### src/rtl/mem_arbiter.sv
// mem_arbiter: two-core instruction/data arbiter in front of a single RAM port.
// Data requests beat instruction requests; within a class a round-robin
// pointer picks the core. Data grants may hold the RAM for a 2-word block.
module mem_arbiter #(
    parameter int unsigned BURST_HOLD = 1
) (
    input  logic              CLK,
    input  logic              nRST,
    input  logic [1:0]        iREN,
    input  logic [1:0][31:0]  iaddr,
    input  logic [1:0]        dREN,
    input  logic [1:0]        dWEN,
    input  logic [1:0][31:0]  daddr,
    input  logic [1:0][31:0]  dstore,
    output logic [1:0]        iwait,
    output logic [1:0]        dwait,
    output logic [1:0][31:0]  iload,
    output logic [1:0][31:0]  dload,
    output logic              ramREN,
    output logic              ramWEN,
    output logic [31:0]       ramaddr,
    output logic [31:0]       ramstore,
    input  logic [31:0]       ramload,
    input  logic [1:0]        ramstate
);
    localparam logic [0:0] IDLE       = 1'b0;
    localparam logic [0:0] SERVE      = 1'b1;
    localparam logic [1:0] RAM_ACCESS = 2'd2;
    localparam logic       BURST_EN   = (BURST_HOLD != 0);

    logic [0:0] r_state;
    logic       r_gnt_core;
    logic       r_gnt_data;
    logic       r_rr_ptr;
    logic       r_hold;

    logic [1:0] w_dreq;
    logic       w_pick_d;
    logic       w_pick_i;
    logic       w_live;
    logic       w_serving;
    logic       w_done;
    logic       w_is_write;
    logic       w_burst_next;

    // Arbitration choice and status of the currently granted requester
    always_comb begin
        w_dreq       = dREN | dWEN;
        w_pick_d     = w_dreq[r_rr_ptr] ? r_rr_ptr : ~r_rr_ptr;
        w_pick_i     = iREN[r_rr_ptr]   ? r_rr_ptr : ~r_rr_ptr;
        w_live       = r_gnt_data ? w_dreq[r_gnt_core] : iREN[r_gnt_core];
        w_serving    = (r_state == SERVE) && w_live;
        w_done       = w_serving && (ramstate == RAM_ACCESS);
        w_is_write   = r_gnt_data && dWEN[r_gnt_core];
        w_burst_next = BURST_EN && r_gnt_data && !r_hold && !daddr[r_gnt_core][2];
    end

    // RAM strobes follow the granted requester; stall/load outputs per core
    always_comb begin
        ramREN   = 1'b0;
        ramWEN   = 1'b0;
        ramaddr  = '0;
        ramstore = '0;
        iwait    = '1;
        dwait    = '1;
        iload    = '0;
        dload    = '0;
        if (w_serving) begin
            ramWEN   = w_is_write;
            ramREN   = !w_is_write;
            ramaddr  = r_gnt_data ? daddr[r_gnt_core] : iaddr[r_gnt_core];
            ramstore = r_gnt_data ? dstore[r_gnt_core] : '0;
        end
        if (w_done) begin
            if (r_gnt_data) begin
                dwait[r_gnt_core] = 1'b0;
                if (!w_is_write) begin
                    dload[r_gnt_core] = ramload;
                end
            end else begin
                iwait[r_gnt_core] = 1'b0;
                iload[r_gnt_core] = ramload;
            end
        end
    end

    // Grant latching, burst hold and round-robin pointer update
    always_ff @(posedge CLK or negedge nRST) begin
        if (!nRST) begin
            r_state    <= IDLE;
            r_gnt_core <= 1'b0;
            r_gnt_data <= 1'b0;
            r_rr_ptr   <= 1'b0;
            r_hold     <= 1'b0;
        end else begin
            case (r_state)
                IDLE: begin
                    r_hold <= 1'b0;
                    if (|w_dreq) begin
                        r_gnt_data <= 1'b1;
                        r_gnt_core <= w_pick_d;
                        r_state    <= SERVE;
                    end else if (|iREN) begin
                        r_gnt_data <= 1'b0;
                        r_gnt_core <= w_pick_i;
                        r_state    <= SERVE;
                    end
                end
                SERVE: begin
                    if (!w_live) begin
                        // abandoned request: no completion, pointer untouched
                        r_state <= IDLE;
                        r_hold  <= 1'b0;
                    end else if (w_done) begin
                        if (w_burst_next) begin
                            r_hold <= 1'b1;
                        end else begin
                            r_state  <= IDLE;
                            r_hold   <= 1'b0;
                            r_rr_ptr <= ~r_gnt_core;
                        end
                    end
                end
                default: r_state <= IDLE;
            endcase
        end
    end
endmodule

### config.mk
export PLATFORM = sky130hd
export DESIGN_NAME = mem_arbiter
export DESIGN_NICKNAME = d
export VERILOG_FILES = /design/src/rtl/mem_arbiter.sv
export SDC_FILE = /design/constraint.sdc
export NUM_CORES = 1
export LEC_CHECK = 0
export ABC_AREA = 1
export ABC_CLOCK_PERIOD_IN_PS = 2700
export CORE_AREA = 10 10 158 160
export DETAILED_ROUTE_END_ITERATION = 8
export DIE_AREA = 0 0 168 170
export DONT_BUFFER_PORTS = 1
export GPL_TIMING_DRIVEN = 0
export SKIP_CTS_REPAIR_TIMING = 1
export SYNTH_ARGS = -nofsm -noshare
export SYNTH_HDL_FRONTEND = slang
export SYNTH_SLANG_ARGS = --single-unit
### constraint.sdc
create_clock -name CLK -period 2.7 [get_ports CLK]
set_input_delay 0.27 -clock CLK [delete_from_list [all_inputs] [get_ports CLK]]
set_output_delay 0.27 -clock CLK [all_outputs]
set_load 0.05 [all_outputs]
==> metrics.csv <==
stage,metric,value,unit
drt,DRC,0,
grt,total grt overflow,0,
clock_tree,Inserted Clock Buffers,3,
yosys,Yosys Warn Count,0,
flow_run,max-cap violation count,0,
setup_path,worst r2r dst,r_rr_ptr$_DFFE_PN0P_,
yosys,cell taking the most area after synthesis,nor2_1,
yosys,cell count after synthesis,558,
clock_tree,clock latency on the worst-skew pair,0.23,ns
setup_path,CP Class,reg2out,
setup_path,CP Launch Type,register,
clock_tree,CTS H-Tree Depth,1,
timing,unrepaired setup endpoints after global routing,true,
timing,"Worst Setup Slack, final",-0.101,ns
clock_tree,Clock Tree Root,clkbuf_16,
floorplanning,Die H,170,um
finish,layout cells sized above 1,0.407,
yosys,Avg Synthesized Cell Area,4.58,um^2
timing,Final Hold Slack,0.340,ns
timing,Worst slew margin,0.280,
setup_path,CP max FO,10,
timing,final worst path period share,1.04,
finish,Area Overhead vs Synth,57.1,%
power,total power,6.06,mW
timing,min Tclk post-route,2.80,ns
yosys,synth top area cells,"nor2_1, nand2_1, a22oi_1",
grt,vias in the first global route,3950,
setup_path,crit end category,output port,
floorplanning,Core Rows,54,
finish,nets,798,
setup_path,r2r setup slk,1.17,ns
floorplanning,die width,168,um
drt,initial DRC count,252,
drt,ANT nets after route,0,
run_status,failing checks,negative setup slack,
yosys,Netlist cell types,15,
timing,actual slew at the worst max-slew pin,1.08,ns
placement,DP HPWL,17800,um
power,Pwr Density,1510,nW/um^2
timing,clk_skew,0.00123,ns
grt,first-pass GRT wire length,27000,um
floorplanning,total core area,21700,um^2
placement,Routability Congestion,0.857,
placement,placed insts,838,
finish,fillers,2448,
timing,fmax,0.357,GHz
yosys,Post-Syn Nets,792,
yosys,Synth Cell Area,2550,um^2
hold_path,worst hold path class,in2async,
floorplanning,die area,28600,um^2
drt,drt via density,4.92,
power,maximum vdd drop,0.607,mV
run_status,outcome,"complete, but fails checks",
drt,final WL,21800,um
timing,final setup vio count,64,
finish,"commonest cells after routing, fill and taps aside","nand2_1, nor2_4, nor2_2",
drt,drt wl/cell,25.9,um
yosys,#FFs+latches synth,5,
grt,total global-route track usage,0.123,
timing,max-slew violations,0,
setup_path,WP data arrival,2.53,ns
drt,DR vias,4148,
finish,ant diodes,0,
timing,endpoints failing hold,0,
finish,fin cells,843,
setup_path,"Req. time, crit path",2.43,ns
placement,port bufs,0,
clock_tree,"CTS clk-pin slew, worst paths",0.03,ns
clock_tree,CTS tree,yes,
finish,Finished Core Util,0.185,
clock_tree,clock tree buffer depth,2,
grt,largest net degree at the start of global routing,11,
drt,1st-pass router iterations,5,
yosys,post-synth top area share,0.276,
power,Leak Pwr,1.48,nW
timing,setup TNS,-3.00,ns
setup_path,Critical R2R Launch,r_gnt_core$_DFFE_PN0P_,
grt,initial antenna violation count,0,
finish,"most common cell after layout, fill and taps aside",nand2_1,
floorplanning,Initial Utilization,0.118,
floorplanning,io pins,432,
clock_tree,Num Clock Sinks,5,
yosys,post-synthesis sequential area ratio,0.0490,
setup_path,Worst Reg-to-Reg Cells,10,
-- synth_stat cells --
cell type / count
a21oi_1: 34
buf_6: 5
inv_1: 44
buf_1: 6
nand3_2: 4
buf_2: 25
dfrtp_1: 5
clkbuf_1: 7
inv_2: 3
nor2_4: 1
a22oi_1: 47
nor2_1: 188
nand3_1: 23
o21ai_0: 4
nand2_1: 162
-- worst max-delay path, stage by stage (launching register included) --
cell and delay [ns]:
dfrtp_2 0.46, inv_2 0.19, nor2_1 0.09, nand2_1 0.06, nand2_1 0.08, nor2_4 0.27
nand3_2 0.28, buf_2 0.36, nor2_2 0.50
-- logic make-up (layout without fill, tap and decap cells) --
logic type	count (synthesis)	after routing	synth area share
compound gates	85	85	0.213
buf+inv	90	95	0.159
flops	5	5	0.0490
simple gates	378	378	0.579
-- layer usage --
metal / wire, um / GRT usage / part of all wire / vias up
li1: - / - / - / 1770
met1: 7740 / 0.134 / 0.35 / 1988
met2: 11100 / 0.210 / 0.51 / 355
met3: 2540 / 0.0578 / 0.12 / 35
met4: 477 / 0.0310 / 0.022 / 0
met5: 0 / 0 / 0 / -
-- where the power goes --
group	leakage, nW	internal (mW)	switching (mW)
Clock	0.0382	0.196	0.0532
Sequential	0.0597	0.111	0.0433
Combinational	1.38	1.01	4.65
-- area by class of cell --
| cell class | count | area [um^2] | area share |
|---|---|---|---|
| plain buffers | 43 | 273 | 0.0680 |
| clock buffers | 4 | 78.8 | 0.0196 |
| inverters | 47 | 176 | 0.0440 |
| multi-input cells | 463 | 3000 | 0.747 |
| flip-flops and latches | 5 | 126 | 0.0315 |
| well taps | 280 | 350 | 0.0873 |
| repair buffers | 1 | 10.0 | 0.00249 |
-- per-stage QoR --
stage	cell area, um^2	setup slack (ns)
finish	4010	-0.101
global route	4010	-0.218
CTS	2980	-0.571
detailed placement	2910	-0.317
global placement	2910	-0.292
floorplan	2550	0.402
-- flip-flops by register name, summed over array words and instances, names as in the netlist --
name	flops
r_gnt_core	1
r_gnt_data	1
r_hold	1
r_rr_ptr	1
r_state	1
-- worst max path at each step --
stage | startpoint | end | slack, ns
final | r_gnt_data$_DFFE_PN0P_ | iload[6] | -0.10
after global routing | r_gnt_data$_DFFE_PN0P_ | iload[6] | -0.22
after CTS | r_gnt_data$_DFFE_PN0P_ | ramaddr[25] | -0.57
after detailed placement | r_gnt_data$_DFFE_PN0P_ | ramaddr[25] | -0.32
after global placement | r_gnt_data$_DFFE_PN0P_ | ramaddr[25] | -0.29
after floorplan | r_gnt_data$_DFFE_PN0P_ | dload[23] | 0.40
No activity file was read; power rests on OpenSTA's default activity.
